File: src/rtl/vec_group_sequencer_pkg.sv
// Shared definitions for the RVV register-group sequencer: vlmul encodings,
// sequencer states and the architectural group-size limit.
package vec_group_sequencer_pkg;

  localparam int MAX_GRP_LIMIT = 8;

  localparam logic [2:0] VLMUL_M1   = 3'b000;
  localparam logic [2:0] VLMUL_M2   = 3'b001;
  localparam logic [2:0] VLMUL_M4   = 3'b010;
  localparam logic [2:0] VLMUL_M8   = 3'b011;
  localparam logic [2:0] VLMUL_RSVD = 3'b100;
  localparam logic [2:0] VLMUL_MF8  = 3'b101;
  localparam logic [2:0] VLMUL_MF4  = 3'b110;
  localparam logic [2:0] VLMUL_MF2  = 3'b111;

  typedef enum logic {
    IDLE = 1'b0,
    SEQ  = 1'b1
  } seq_state_e;

  // Group size for a vlmul encoding; 0 marks the reserved encoding.
  function automatic logic [3:0] vlmul_grp_size(input logic [2:0] vlmul);
    logic [3:0] n;
    case (vlmul)
      VLMUL_M1:   n = 4'd1;
      VLMUL_M2:   n = 4'd2;
      VLMUL_M4:   n = 4'd4;
      VLMUL_M8:   n = 4'd8;
      VLMUL_RSVD: n = 4'd0;
      VLMUL_MF8,
      VLMUL_MF4,
      VLMUL_MF2:  n = 4'd1;
      default:    n = 4'd0;
    endcase
    return n;
  endfunction

endpackage

File: src/rtl/vec_group_sequencer_vlmul_decode.sv
// Combinational vlmul -> group size decode with reserved-encoding, size-limit
// and register-group alignment checks. Non-vector instructions decode as N=1.
module vec_group_sequencer_vlmul_decode
  import vec_group_sequencer_pkg::*;
#(
  parameter int VREG_W  = 5,
  parameter int MAX_GRP = MAX_GRP_LIMIT
) (
  input  logic [2:0]        vlmul,
  input  logic              is_vector,
  input  logic              vs1_scalar,
  input  logic [VREG_W-1:0] vd,
  input  logic [VREG_W-1:0] vs1,
  input  logic [VREG_W-1:0] vs2,
  output logic [3:0]        grp_n,
  output logic              illegal
);

  logic [3:0]        raw_n;
  logic [VREG_W-1:0] mask;
  logic              misaligned;

  always_comb begin
    raw_n = vlmul_grp_size(vlmul);
    // N is a power of two, so a field is aligned when its low log2(N) bits are clear.
    mask  = VREG_W'(raw_n - 4'd1);
    misaligned = (|(vd & mask)) || (|(vs2 & mask)) ||
                 (!vs1_scalar && (|(vs1 & mask)));
    grp_n   = 4'd1;
    illegal = 1'b0;
    if (is_vector) begin
      grp_n   = raw_n;
      illegal = (raw_n == 4'd0) || (int'(raw_n) > MAX_GRP) || misaligned;
    end
  end

endmodule

File: src/rtl/vec_group_sequencer.sv
// Expands LMUL>1 RVV instructions into one micro-op per group member and stalls
// PC/IF-ID meanwhile. Optional counters stat_uops/stat_grp_stalls: VEC_GROUP_STATS_EN.
module vec_group_sequencer
  import vec_group_sequencer_pkg::*;
#(
  parameter int VREG_W  = 5,
  parameter int MAX_GRP = MAX_GRP_LIMIT
`ifdef VEC_GROUP_STATS_EN
  , parameter int STAT_W = 32
`endif
) (
  input  logic              clock,
  input  logic              reset,
  input  logic              id_valid,
  input  logic              id_is_vector,
  input  logic              id_vs1_scalar,
  input  logic [2:0]        vlmul,
  input  logic [VREG_W-1:0] id_vd,
  input  logic [VREG_W-1:0] id_vs1,
  input  logic [VREG_W-1:0] id_vs2,
  input  logic              hold,
  input  logic              flush,
  output logic              uop_valid,
  output logic [VREG_W-1:0] uop_vd,
  output logic [VREG_W-1:0] uop_vs1,
  output logic [VREG_W-1:0] uop_vs2,
  output logic [2:0]        uop_idx,
  output logic              uop_first,
  output logic              uop_last,
  output logic              grouping_stall,
  output logic              illegal_group
`ifdef VEC_GROUP_STATS_EN
  , output logic [STAT_W-1:0] stat_uops
  , output logic [STAT_W-1:0] stat_grp_stalls
`endif
);

  seq_state_e        state_q, state_d;
  logic [2:0]        cnt_q, cnt_d;
  logic [3:0]        n_lat_q, n_lat_d;
  logic [VREG_W-1:0] base_vd_q, base_vd_d;
  logic [VREG_W-1:0] base_vs1_q, base_vs1_d;
  logic [VREG_W-1:0] base_vs2_q, base_vs2_d;
  logic              base_vs1_scalar_q, base_vs1_scalar_d;

  logic [3:0]        dec_n;
  logic              dec_illegal;
  logic              is_last;
  logic              start_group;
  logic [VREG_W-1:0] cnt_ext;

  vec_group_sequencer_vlmul_decode #(
    .VREG_W  (VREG_W),
    .MAX_GRP (MAX_GRP)
  ) u_vlmul_decode (
    .vlmul      (vlmul),
    .is_vector  (id_is_vector),
    .vs1_scalar (id_vs1_scalar),
    .vd         (id_vd),
    .vs1        (id_vs1),
    .vs2        (id_vs2),
    .grp_n      (dec_n),
    .illegal    (dec_illegal)
  );

  assign is_last     = ({1'b0, cnt_q} == (n_lat_q - 4'd1));
  assign start_group = id_valid && !dec_illegal && (dec_n != 4'd1);
  assign cnt_ext     = VREG_W'(cnt_q);

  always_ff @(posedge clock or posedge reset) begin
    if (reset) begin
      state_q           <= IDLE;
      cnt_q             <= 3'd0;
      n_lat_q           <= 4'd1;
      base_vd_q         <= '0;
      base_vs1_q        <= '0;
      base_vs2_q        <= '0;
      base_vs1_scalar_q <= 1'b0;
    end else begin
      state_q           <= state_d;
      cnt_q             <= cnt_d;
      n_lat_q           <= n_lat_d;
      base_vd_q         <= base_vd_d;
      base_vs1_q        <= base_vs1_d;
      base_vs2_q        <= base_vs2_d;
      base_vs1_scalar_q <= base_vs1_scalar_d;
    end
  end

  always_comb begin
    state_d           = state_q;
    cnt_d             = cnt_q;
    n_lat_d           = n_lat_q;
    base_vd_d         = base_vd_q;
    base_vs1_d        = base_vs1_q;
    base_vs2_d        = base_vs2_q;
    base_vs1_scalar_d = base_vs1_scalar_q;
    if (flush) begin
      state_d = IDLE;
      cnt_d   = 3'd0;
    end else begin
      case (state_q)
        IDLE: begin
          // Member 0 issues straight from IF/ID; only a group needs latching.
          if (start_group && !hold) begin
            state_d           = SEQ;
            cnt_d             = 3'd1;
            n_lat_d           = dec_n;
            base_vd_d         = id_vd;
            base_vs1_d        = id_vs1;
            base_vs2_d        = id_vs2;
            base_vs1_scalar_d = id_vs1_scalar;
          end
        end
        SEQ: begin
          if (!hold) begin
            if (is_last) begin
              state_d = IDLE;
              cnt_d   = 3'd0;
            end else begin
              cnt_d = cnt_q + 3'd1;
            end
          end
        end
        default: begin
          state_d = IDLE;
          cnt_d   = 3'd0;
        end
      endcase
    end
  end

  always_comb begin
    uop_valid      = 1'b0;
    uop_vd         = '0;
    uop_vs1        = '0;
    uop_vs2        = '0;
    uop_idx        = 3'd0;
    uop_first      = 1'b0;
    uop_last       = 1'b0;
    grouping_stall = 1'b0;
    illegal_group  = 1'b0;
    if (!flush) begin
      case (state_q)
        IDLE: begin
          if (id_valid) begin
            if (dec_illegal) begin
              illegal_group = 1'b1;
            end else begin
              uop_valid      = 1'b1;
              uop_vd         = id_vd;
              uop_vs1        = id_vs1;
              uop_vs2        = id_vs2;
              uop_first      = 1'b1;
              uop_last       = (dec_n == 4'd1);
              grouping_stall = (dec_n != 4'd1);
            end
          end
        end
        SEQ: begin
          uop_valid      = 1'b1;
          uop_vd         = base_vd_q + cnt_ext;
          uop_vs2        = base_vs2_q + cnt_ext;
          uop_vs1        = base_vs1_scalar_q ? base_vs1_q : (base_vs1_q + cnt_ext);
          uop_idx        = cnt_q;
          uop_last       = is_last;
          grouping_stall = !is_last;
        end
        default: ;
      endcase
    end
  end

`ifdef VEC_GROUP_STATS_EN
  logic [STAT_W-1:0] stat_uops_q, stat_uops_d;
  logic [STAT_W-1:0] stat_grp_stalls_q, stat_grp_stalls_d;

  always_ff @(posedge clock or posedge reset) begin
    if (reset) begin
      stat_uops_q       <= '0;
      stat_grp_stalls_q <= '0;
    end else begin
      stat_uops_q       <= stat_uops_d;
      stat_grp_stalls_q <= stat_grp_stalls_d;
    end
  end

  // Both counters saturate rather than wrap.
  always_comb begin
    stat_uops_d       = stat_uops_q;
    stat_grp_stalls_d = stat_grp_stalls_q;
    if (uop_valid && !hold && !flush && (stat_uops_q != '1))
      stat_uops_d = stat_uops_q + 1'b1;
    if (grouping_stall && !hold && (stat_grp_stalls_q != '1))
      stat_grp_stalls_d = stat_grp_stalls_q + 1'b1;
  end

  assign stat_uops       = stat_uops_q;
  assign stat_grp_stalls = stat_grp_stalls_q;
`endif

endmodule
File: config.mk
export PLATFORM = sky130hd
export DESIGN_NAME = vec_group_sequencer
export DESIGN_NICKNAME = d
export VERILOG_FILES = /design/src/rtl/vec_group_sequencer_pkg.sv /design/src/rtl/vec_group_sequencer_vlmul_decode.sv /design/src/rtl/vec_group_sequencer.sv
export SDC_FILE = /design/constraint.sdc
export NUM_CORES = 1
export LEC_CHECK = 0
export BUFFER_PORTS_ARGS = -buffer_cell sky130_fd_sc_hd__buf_4
export CAP_MARGIN = 20
export CORE_MARGIN = 4
export CORE_UTILIZATION = 40
export DETAILED_ROUTE_END_ITERATION = 8
export GPL_TIMING_DRIVEN = 0
export HOLD_SLACK_MARGIN = 0.06
export PLACE_DENSITY_LB_ADDON = 0.08
export SLEW_MARGIN = 25
export SYNTH_ARGS = -nofsm -noshare
export SYNTH_HDL_FRONTEND = slang
export SYNTH_HIERARCHICAL = 1
export SYNTH_SLANG_ARGS = --single-unit
File: constraint.sdc
create_clock -name clock -period 12 [get_ports clock]
set_input_delay 3.6 -clock clock [delete_from_list [all_inputs] [get_ports clock]]
set_output_delay 3.6 -clock clock [all_outputs]
set_load 0.01 [all_outputs]
==> results.toml <==
[die]
core-area_um2 = 4470
die_area_um2 = 5900
io_pins = 48
die_h_um = 76.8
fp.dieW_um = 76.8
rows = 24
start_util = 0.424

[yosys]
ys_seq_area_frac = 0.317
synth_compound_area_frac = 0.183
postSynthAreaPerCell_um2 = 9.53
synth_fa_ha_area_frac = 0.111
yosysUniqueCellTypes = 48
synthXorXnorAreaFrac = 0.0554
async_flop_share = 1.00
synth_mux_area_frac = 0.106
yosysTopAreaCell = "dfrtp_1"
synth_edf_count = 0
syn_area_um2 = 1900
synth_ff_type = "dfrtp_1"
synth_warnings = 6
synth.top_cell.area_share = 0.304
netlist_instances = 199
ys_ff_latch = 24
syn_nets = 239
synthSimpleGateAreaFrac = 0.182
synth_top_family_by_area = "compound AO/OA/AOI/OAI gates"
synth.area.top_cells = "dfrtp_1 (30%), ha_1 (7.9%), mux2_1 (7.1%)"

[clock_network]
clock_path_buffers = 2
cts_setup_buffers = 0
path_clk_slew_ns = 0.09
ctsRootBufferMaster = "clkbuf_8"
clock_latency_ns = 0.27
cts_resized = 0
cts_buffers = 3
cts_sinks = 24
htree_num_levels = 1
hold_buffers = 0
tritoncts = "done"

[power_and_ir_drop]
internal_power_uw = 182
vdd_drop_max_uv = 52.5
clkPwrFrac = 0.211
p_comb_frac = 0.357
p_seq_frac = 0.431
p_sw_uw = 96.2
p_leak_nw = 1.10
power.density_nw_per_um2 = 118
total_power_uw = 278
swShare = 0.346

[routing]
routed_wl_um = 4980
ant_nets = 0
vias = 1661
drt-wirelength-per-cell_um = 16.6
via_per_inst = 5.54
route.detailed.drc = 0
drtPass1Iterations = 4
drt_iter0_drc = 77

[sta]
fin_skew_ns = 0.00223
min_period_over_period = 0.844
tightest_slew_ns = 0.635
final-hold-violation-count = 0
tns_ns = 0
rsz0062_at_grt = "false"
layout_min_cycle_time_ns = 10.13
whs_ns = 0.503
setup_slack_ns = 1.87
maxSlewHeadroom = 0.576
clock.fmax_ghz = 0.0987
setup_viol = 0
slew_viol_final = 0

[layout]
fin_area_um2 = 2360
final_cell_mix = "buf_4 (46), dfrtp_1 (23), nand2_1 (19)"
final_core_util = 0.527
final_common_cell = "buf_4"
fin_cells = 300
seq_area_um2 = 602
multi_input_area_um2 = 1210
drive_gt1_frac = 0.262
area_growth_pct = 24.5
n_fill_cell = 441
antenna_cells = 0
final_net_count = 289

[global_route]
antenna_found_initial = 0
track_usage = 0.176
grt_pass1_wl_um = 8340
grt_pass1_vias = 1645
grt-ovfl-total = 0
grt_max_degree = 25

[flow_run]
cap_viol_max_count = 0

[placed_design]
io_buffers = 45
dp_hpwl_um = 3810
gp_congestion = 0.825
dp_slack_ns = 1.89
placed_cell_area_um2 = 2300
dp.cells = 296

[worst_setup_path]
cp-end-kind = "primary output"
cp-start-kind = "input pin"
worst-setup-path-type = "in2out"
path_max_fanout = 10
arrival_ns = 6.53
cp_data_required_time_ns = 8.40

[status]
status = "finished clean"

[hold_path]
min_path_type = "reg2reg"
==> logic make-up (layout without fill, tap and decap cells) <==
kind of cell | Yosys count | in the layout
AND/OR/NAND/NOR | 58 | 58
AO/OA/AOI/OAI | 54 | 54
flip-flops | 24 | 24
multiplexers | 18 | 18
buffers and inverters | 18 | 67
adder cells (fa/ha/maj) | 15 | 15
XOR/XNOR | 12 | 12
==> state kept, by name, summed over array words and instances (netlist names) <==
| signal | flops |
|---|---|
| state_q | 1 |
| base_vd_q | 5 |
| base_vs2_q | 5 |
| base_vs1_scalar_q | 1 |
| n_lat_q | 4 |
| base_vs1_q | 5 |
| cnt_q | 3 |
==> final cells by class <==
type / instances / area share
repair buffers: 45 / 0.143
clock buffers: 4 / 0.0233
inverters: 10 / 0.0159
multi-input cells: 157 / 0.514
flip-flops and latches: 24 / 0.255
well taps: 52 / 0.0276
plain buffers: 8 / 0.0207
==> cell usage after synthesis, drive strengths merged, types with 2 or more instances <==
master,count
o22ai,2
nor2,8
a22o,6
nand2,19
buf,3
nor3,5
a21o,3
xnor2,5
inv,10
and2,2
o21ai,17
dfrtp,23
a2111oi,2
xor2,7
o211ai,2
fa,3
nor2b,7
clkbuf,5
mux2,17
nand3,2
ha,12
a31oi,2
nor3b,2
nand2b,4
a211oi,3
a21oi,11
nor4b,2
==> critical path, cell delays in order <==
cell and delay [ns]:
buf_4 0.14, nor2_2 0.16, xnor2_1 0.12, ha_1 0.31, inv_1 0.04, a32oi_1 0.16
a21oi_1 0.10, o41a_1 0.52, nor4b_4 0.54, clkbuf_1 0.50, nand2_1 0.10, o21ai_0 0.10
buf_4 0.15
==> final timing paths <==
kind | start | to | slack, ns | cells past startpoint
max | vlmul[1] | uop_vd[3] | 1.87 | 13
min | base_vs2_q[2] | base_vs2_q[2] | 0.50 | 1
min in group asynchronous | reset | base_vd_q[1] | 3.36 | 2
max in group asynchronous | reset | n_lat_q[0] | 8.27 | 2
min reg2reg | base_vs2_q[2] | base_vs2_q[2] | 0.50 | 1
max reg2reg | n_lat_q[0] | cnt_q[0] | 9.63 | 6
==> routing by layer <==
layer | track usage | share of wire | vias to the layer above
met2 | 0.295 | 0.47 | 49
li1 | - | - | 819
met5 | 0 | 0 | -
met3 | 0.0258 | 0.046 | 4
met4 | 0.0417 | 0.0076 | 0
met1 | 0.237 | 0.48 | 789
==> power by group through the flow <==
stage / Sequential [mW] / Clock [mW] / Combinational, mW
floorplan: 0.117 / 0 / 0.0722
global placement: 0.121 / 0 / 0.0981
detailed placement: 0.122 / 0 / 0.0999
CTS: 0.120 / 0.0602 / 0.100
global route: 0.123 / 0.0639 / 0.113
finish: 0.120 / 0.0588 / 0.0995
Power figures use the tool's default switching activity.
